==> config.mk <==
export PLATFORM = sky130hd
export DESIGN_NAME = bit_serial_adder
export DESIGN_NICKNAME = d
export VERILOG_FILES = /design/src/rtl/bit_serial_adder.sv
export SDC_FILE = /design/constraint.sdc
export NUM_CORES = 1
export LEC_CHECK = 0
export BUFFER_PORTS_ARGS = -buffer_cell sky130_fd_sc_hd__buf_4
export CAP_MARGIN = 20
export CORE_UTILIZATION = 25
export DETAILED_ROUTE_END_ITERATION = 6
export HOLD_SLACK_MARGIN = 0.08
export PLACE_DENSITY = 0.39
export SETUP_SLACK_MARGIN = 0.5
export SYNTH_ARGS = -nofsm -noshare
export SYNTH_HDL_FRONTEND = slang
export SYNTH_SLANG_ARGS = --single-unit
==> constraint.sdc <==
create_clock -name clk -period 1.5 [get_ports clk]
set_input_delay 0.225 -clock clk [delete_from_list [all_inputs] [get_ports clk]]
set_output_delay 0.225 -clock clk [all_outputs]
set_load 0.005 [all_outputs]
==> src/rtl/bit_serial_adder.sv <==
// bit_serial_adder
//   Adds two WIDTH-bit operands one bit per clock, LSB first, through a single
//   full-adder cell with a registered carry. The result and carry-out are
//   registered and announced with a one-cycle done pulse.
//
// Ports
//   clk        rising-edge clock
//   rst        synchronous, active-high reset
//   start      begin an addition (sampled only while idle)
//   a, b       operands, captured on the accepting edge
//   busy       high while bit steps are in progress
//   done       one-cycle pulse: sum/carry_out hold the new result
//   sum        (a + b) mod 2^WIDTH, held until the next result
//   carry_out  bit WIDTH of a + b, held until the next result
module bit_serial_adder #(
  parameter int unsigned WIDTH = 8
) (
  input  logic             clk,
  input  logic             rst,
  input  logic             start,
  input  logic [WIDTH-1:0] a,
  input  logic [WIDTH-1:0] b,
  output logic             busy,
  output logic             done,
  output logic [WIDTH-1:0] sum,
  output logic             carry_out
);

  localparam int unsigned CW = (WIDTH > 1) ? $clog2(WIDTH) : 1;

  typedef enum logic [1:0] {
    IDLE,
    SHIFT,
    DONE
  } state_t;

  state_t           state_q;
  logic [WIDTH-1:0] a_sr_q;
  logic [WIDTH-1:0] b_sr_q;
  logic [WIDTH-1:0] sum_sr_q;
  logic [WIDTH-1:0] sum_sr_d;
  logic [WIDTH-1:0] sum_q;
  logic             carry_q;
  logic             carry_d;
  logic             bit_s;
  logic             busy_q;
  logic             done_q;
  logic             cout_q;
  logic [CW-1:0]    cnt_q;
  logic             last_step;

  // Full-adder cell and the sum register's next value. The new bit enters at
  // the MSB so that after WIDTH steps the LSB-first bits sit in place; the
  // shift-then-insert form also covers WIDTH=1 without a zero-width slice.
  always_comb begin
    bit_s               = a_sr_q[0] ^ b_sr_q[0] ^ carry_q;
    carry_d             = (a_sr_q[0] & b_sr_q[0]) | (carry_q & (a_sr_q[0] ^ b_sr_q[0]));
    sum_sr_d            = sum_sr_q >> 1;
    sum_sr_d[WIDTH-1]   = bit_s;
    last_step           = (cnt_q == CW'(WIDTH - 1));
  end

  always_ff @(posedge clk) begin
    if (rst) begin
      state_q  <= IDLE;
      a_sr_q   <= '0;
      b_sr_q   <= '0;
      sum_sr_q <= '0;
      sum_q    <= '0;
      carry_q  <= 1'b0;
      cout_q   <= 1'b0;
      cnt_q    <= '0;
      busy_q   <= 1'b0;
      done_q   <= 1'b0;
    end else begin
      case (state_q)
        IDLE: begin
          done_q <= 1'b0;
          if (start) begin
            a_sr_q   <= a;
            b_sr_q   <= b;
            sum_sr_q <= '0;
            carry_q  <= 1'b0;
            cnt_q    <= '0;
            busy_q   <= 1'b1;
            state_q  <= SHIFT;
          end
        end
        SHIFT: begin
          a_sr_q   <= a_sr_q >> 1;
          b_sr_q   <= b_sr_q >> 1;
          sum_sr_q <= sum_sr_d;
          carry_q  <= carry_d;
          cnt_q    <= cnt_q + CW'(1);
          if (last_step) begin
            sum_q   <= sum_sr_d;
            cout_q  <= carry_d;
            busy_q  <= 1'b0;
            done_q  <= 1'b1;
            state_q <= DONE;
          end
        end
        DONE: begin
          done_q  <= 1'b0;
          state_q <= IDLE;
        end
        default: begin
          busy_q  <= 1'b0;
          done_q  <= 1'b0;
          state_q <= IDLE;
        end
      endcase
    end
  end

  assign busy      = busy_q;
  assign done      = done_q;
  assign sum       = sum_q;
  assign carry_out = cout_q;

endmodule

## Word level (Yosys, flattened, before mapping)

Cells that the tools add are included.

| word-level totals | value |
|---|---|
| input bits | 19 |
| output and inout bits | 11 |
| flip-flop bits (word level) | 41 |
| memories kept | 0 |
| word-level logic and storage cells | 46 |
| RAM bits | 0 |
| bits in latches | 0 |
| memory bits (read-only) | 0 |

| cells by class | value |
|---|---|
| bitwise operators | 7 |
| $lt $le $gt $ge | 0 |
| add/subtract/negate cells | 1 |
| muxes and demuxes | 16 |
| shift-type cells | 0 |
| div/mod/pow operators | 0 |
| equal/unequal tests | 5 |
| multiply operators | 0 |
| reduce and logical (&&, ||, !) cells | 7 |

Operators with widths:

| cell | count |
|---|---|
| 8-bit case mux with 2 select lines | 3 |
| 8-bit 2-to-1 mux | 3 |
| 3-bit case mux with 2 select lines | 1 |
| 2-bit AND reduction | 3 |
| 2-bit 2-to-1 mux | 2 |
| 2-bit != test (second input constant) | 2 |
| 2-bit case mux with 2 select lines | 1 |
| 3-bit by 1-bit adder with 3-bit output (second input constant) | 1 |
| 3-bit == test (second input constant) | 1 |
| 1-bit 2-to-1 mux | 3 |
| 3-bit 2-to-1 mux | 1 |
| 1-bit case mux with 3 select lines | 1 |
| 3-bit AND reduction | 1 |
| 1-bit AND | 2 |
| 2-bit by 1-bit == test with 1-bit output (second input constant) | 1 |
| 2-bit == test (second input constant) | 1 |
| 2-bit logical NOT | 1 |
| 1-bit NOT | 2 |
| 1-bit case mux with 2 select lines | 1 |
| 2-bit nonzero test | 1 |
| 2-bit OR reduction | 1 |
| 1-bit bitwise XOR | 2 |
| 1-bit bitwise OR | 1 |

## Longest topological paths before layout

| depth | value |
|---|---|
| word-level depth | 4 |
| gate-level depth with buffers | 6 |
| depth with buffers taken out | 5 |

## Worst setup path before layout

No wires, ideal clock.

| timing | value |
|---|---|
| path type | reg2reg |
| start | register cnt_q[0] |
| end | register cout_q, in the netlist carry_out |
| setup slack | 0.187 ns |
| data required time | 1.383 ns |
| arrival time | 1.195 ns |
| setup time | 0.117 ns |
| stages on the path, launching flop included | 7 |
| path buffers | 1 |
| clock period less this slack | 1.313 ns |
| path through | dfxtp_1 -> ha_1 -> ha_1 -> nand3b_1 -> buf_4 -> mux2i_1 -> nor2_1 |

| between the ends | value |
|---|---|
| longest elaborated chain between the ends | 2 |

RTL lines:

| what | line | text |
|---|---|---|
| from (decl) | 49 | `logic [CW-1:0] cnt_q;` |
| from (signal assigned) | 94 | `cnt_q <= cnt_q + CW'(1);` |
| 3-bit == test | 60 | `last_step = (cnt_q == CW'(WIDTH - 1));` |
| 2-bit AND reduction (no line) | - |  |
| to (signal assigned) | 97 | `cout_q <= carry_d;` |
| to (decl) | 48 | `logic cout_q;` |

Every way passes these cells.
A chain may end at the register's enable or synchronous reset.

## Worst setup path in the final report

| timing | value |
|---|---|
| start | register cnt_q[0] |
| end | register sum_q[0], in the netlist sum[0] |

| between the ends | value |
|---|---|
| longest elaborated chain between the ends | 2 |

RTL lines:

| what | line | text |
|---|---|---|
| 3-bit == test | 60 |  |
| 2-bit AND reduction (no line) | - |  |
| to (signal assigned) | 96 | `sum_q <= sum_sr_d;` |
| to (decl) | 42 | `logic [WIDTH-1:0] sum_q;` |

Every way passes these cells.

==> tab_implementation.tex <==
\begin{tabular}{lr}
\hline
Metric & Value \\
\hline
\multicolumn{2}{l}{\textbf{Final layout}} \\
\quad Total of fill cells in the finished design & 648 \\
\quad Fin area & approximately 2400 sq um \\
\quad Most frequent cells in the layout & buf\_4, dfxtp\_1, mux2i\_1, nor2\_1, a22o\_1 \\
\quad Final nets & roughly 220 \\
\quad Area growth syn-to-layout & 44.80\% \\
\quad Cell Count, Final, Fillers Out & about 280 \\
\quad Layout cell share with drive strength beyond 1 & 47.98\% \\
\quad Antenna cell count & 0 \\
\quad Most common cell after layout, fill and taps aside & buf\_4 \\
\quad Register area & 827.0 sq um \\
\quad Area of the multi-input gates & roughly 860 sq um \\
\multicolumn{2}{l}{\textbf{Die}} \\
\quad Die area & 6976 sq um \\
\quad Floorplan Core Area & 6386 sq um \\
\quad Vertical die dimension & about 84 um \\
\quad Initial cell density of the core & between 20\% and 30\% \\
\quad Die width & roughly 84 um \\
\quad Total number of placement rows & 29 \\
\quad Total I/O pin count & 30 \\
\multicolumn{2}{l}{\textbf{Placement}} \\
\quad Buffers added on ports & 29 \\
\quad Placed inst area & $\sim$2000 sq um \\
\quad Detail Placement HPWL & $\sim$2400 um \\
\quad Placed Instances & $\sim$250 \\
\quad Routability cong. & around 0.68 \\
\multicolumn{2}{l}{\textbf{Routing}} \\
\quad DRC marker count from the first detailed-route iteration & 30 \\
\quad Antenna-violating nets left & 0 \\
\quad Routed vias & $\sim$1.2k \\
\quad Vias per inst & around 4.5 \\
\quad Routed WL & $\sim$3700 um \\
\quad Routed wire length per instance & 13.40 um \\
\quad Number of design rule violations left after detail routing & 0 \\
\quad Number of search-and-repair iterations in the first detailed-routing pass & 4 \\
\multicolumn{2}{l}{\textbf{Pwr}} \\
\quad Net Sw Power & $\sim$0.00056 W \\
\quad Fraction of power consumed by sequential logic & 50.6\% \\
\quad Pwr/cell area & 942.8 nW/um\^{}2 \\
\quad Clock Power Share & about a third \\
\quad Internal portion of total power & roughly 0.0017 W \\
\quad Worst-case vdd ir drop & about 0.38 mV \\
\quad LEAKAGE & between 1 and 1.5 nW \\
\quad Switching share of power & 24.52\% \\
\quad Post-route total power & $\sim$0.0023 W \\
\quad Power share of the combinational group & 17.0\% \\
\multicolumn{2}{l}{\textbf{Worst hold path}} \\
\quad Hold Path Sink & a\_sr\_q[7]\$\_SDFFE\_PP0P\_ \\
\quad Worst hold-check path type & input pin to flop \\
\quad Cell count of the worst hold path & 3 \\
\quad Min-Delay Startpoint & a[7] \\
\multicolumn{2}{l}{\textbf{Critical path}} \\
\quad R2r startpoint & cnt\_q[0]\$\_SDFFE\_PP0P\_ \\
\quad Critical Setup Path Class & flop to flop \\
\quad Required time at the worst-slack endpoint & between 1.5 and 2 ns \\
\quad Worst setup SP type & flop \\
\quad RR Endpoint & sum[0]\$\_SDFFE\_PP0P\_ \\
\quad Worst setup EP type & flop \\
\quad Number of cells on the worst reg-to-reg path & 6 \\
\quad Data arrival time of the critical path & approximately 1.5 ns \\
\quad Setup slack on the worst flop-to-flop path & $\sim$0.21 ns \\
\quad Highest fanout seen on the critical path & 9 \\
\multicolumn{2}{l}{\textbf{Timing}} \\
\quad Final count of negative-setup-slack endpoints & 0 \\
\quad Max-slew violation count & 0 \\
\quad Setup repair after global routing missed its margin & true \\
\quad Clk\_skew & 0.003999 ns \\
\quad Shortest clock period the worst path allows after layout & $\sim$1.3 ns \\
\quad Hold Vio Cnt, Final & 0 \\
\quad Timing-limited maximum frequency & 777.5 MHz \\
\quad Sum Neg Setup Slack & 0 ns \\
\quad Transition time of the tightest slew-check pin & around 0.23 ns \\
\quad Period utilization & approximately 86\% \\
\quad Slew margin rel. & around 85\% \\
\multicolumn{2}{l}{\textbf{Synth}} \\
\quad Number of instances in the synthesized netlist & 147 \\
\quad Post-synth design cell area & roughly 1700 sq um \\
\quad Seq/Total Area, Yosys & 48.19\% \\
\quad Count of distinct cell types in the synthesized netlist & 26 \\
\quad Post-synthesis register bit count & 40 \\
\quad Syn\_nets & 169 \\
\quad Yosys warns & 0 \\
\quad Post-synthesis average cell area & between 10 and 15 sq um \\
\multicolumn{2}{l}{\textbf{Clock tree}} \\
\quad Bufs on Longest Clock Path & 2 \\
\quad CTS tree & yes \\
\quad Hold-fix buffer count after cts & 0 \\
\quad TritonCTS Buffers & 5 \\
\quad \# clock sinks & 40 \\
\quad Htree depth & 2 \\
\quad Post-CTS clock slew at the launch and capture registers of the worst setup and hold paths & 0.07 ns \\
\quad Clock insertion delay at the later pin of the skew report & between 0.2 and 0.3 ns \\
\quad Clock tree root driver cell & clkbuf\_8 \\
\multicolumn{2}{l}{\textbf{Job}} \\
\quad Total of max-cap violations & 0 \\
\multicolumn{2}{l}{\textbf{Global route}} \\
\quad Number of global-route vias before repair & 1258 \\
\quad Global-route wire length before repair & 6244 um \\
\quad Antenna violations before repair & 0 \\
\quad Pin count of the biggest net entering global routing & 19 \\
\quad Global-route total usage across every layer & between 10 and 15\% \\
\quad GRT Residual Overflow & 0 \\
\multicolumn{2}{l}{\textbf{Outcome}} \\
\quad Result of the run & finished clean \\
\hline
\end{tabular}
==> cell type report <==
cell class                      count  area share, %
Sequential cell                    40          34.37
Tap cell                           77          4.004
Timing Repair Buffer               54          22.15
Clock buffer                        8          3.744
Multi-Input combinational cell     96          35.73
==> sequential cells by signal, summed over array words and instances (netlist names), 2 cells and up <==
name,flops
cnt_q,3
sum,8
state_q,2
sum_sr_q,7
b_sr_q,8
a_sr_q,8
==> worst max-delay path by stage <==
stage / startpoint / endpoint / slack, ns / depth (start not counted)
floorplan: cnt_q[0]$_SDFFE_PP0P_ / carry_out$_SDFFE_PP0P_ / 0.30 / 6
global placement: cnt_q[0]$_SDFFE_PP0P_ / sum[7]$_SDFFE_PP0P_ / 0.21 / 6
detailed placement: cnt_q[0]$_SDFFE_PP0P_ / sum[6]$_SDFFE_PP0P_ / 0.19 / 6
CTS: cnt_q[0]$_SDFFE_PP0P_ / sum[6]$_SDFFE_PP0P_ / 0.20 / 6
global route: cnt_q[0]$_SDFFE_PP0P_ / sum[1]$_SDFFE_PP0P_ / 0.12 / 6
finish: cnt_q[0]$_SDFFE_PP0P_ / sum[0]$_SDFFE_PP0P_ / 0.21 / 6
==> cell usage after synthesis <==
library cell | instances | share of area, %
nor2_1 | 25 | 5.6
nand3b_1 | 1 | 0.45
buf_2 | 4 | 1.2
o21bai_1 | 1 | 0.45
buf_6 | 2 | 1.4
nor2b_1 | 1 | 0.38
ha_1 | 2 | 1.5
nand2b_2 | 1 | 0.53
buf_12 | 1 | 1.2
nor2_8 | 1 | 1.2
a211oi_1 | 7 | 3.2
fa_1 | 1 | 1.2
dfxtp_1 | 40 | 48
o21a_1 | 1 | 0.45
nor3b_1 | 1 | 0.45
a22oi_1 | 2 | 0.90
nor2_2 | 1 | 0.38
nand2b_1 | 5 | 1.9
mux2i_1 | 23 | 14
and2_1 | 1 | 0.38
a21o_1 | 1 | 0.45
a21oi_1 | 1 | 0.30
buf_4 | 4 | 1.8
a22o_1 | 10 | 5.3
a211oi_2 | 9 | 6.8
o21ba_1 | 1 | 0.60
==> per-layer routing <==
metal	wire length (um)	GRT usage, %
met3	142	3.363
met5	0	0
met4	59	4.622
met2	1753	18.11
met1	1729	14.51
==> power by group through the flow <==
stage               registers (W)  clock network, W  logic, W
CTS                       0.00115          0.000761  0.000378
floorplan                 0.00116                 0  0.000207
finish                    0.00115          0.000733  0.000386
global placement          0.00117                 0  0.000254
global route              0.00116          0.000815  0.000421
detailed placement        0.00118                 0  0.000260
==> cells by family (layout without fill, tap and decap cells) <==
group / Yosys count / after routing / share of synthesized area [%]
flip-flops: 40 / 40 / 48.19
AND/OR/NAND/NOR: 37 / 37 / 11.30
AO/OA/AOI/OAI: 33 / 33 / 18.37
multiplexers: 23 / 23 / 13.86
buffers and inverters: 11 / 62 / 5.572
adder cells (fa/ha/maj): 3 / 3 / 2.711
==> critical path, stage by stage, from the launching register on <==
cell and delay (ns):
dfxtp_4 0.35, ha_4 0.16, ha_4 0.15, nand3b_1 0.12, buf_12 0.15, mux2i_1 0.18
nor2_1 0.05
==> stage by stage <==
stage	setup WS, ns	util, %	hold slack, ns
2_1_floorplan	0.3014	-	0.3733
3_3_place_gp	0.2111	31.09	0.4598
3_5_place_dp	0.1892	31.09	0.4592
4_1_cts	0.1959	36.95	0.1797
5_1_grt	0.1182	37.68	0.1765
6_report	0.2138	37.68	0.1784
==> what timing repair did <==
action	4_1_cts	5_1_grt
setup endpoints to repair	41	47
cloned	2	0
resized for setup	25	9
buffers inserted	15	3
pin swaps	9	7
No activity file was read; power rests on OpenSTA's default activity.
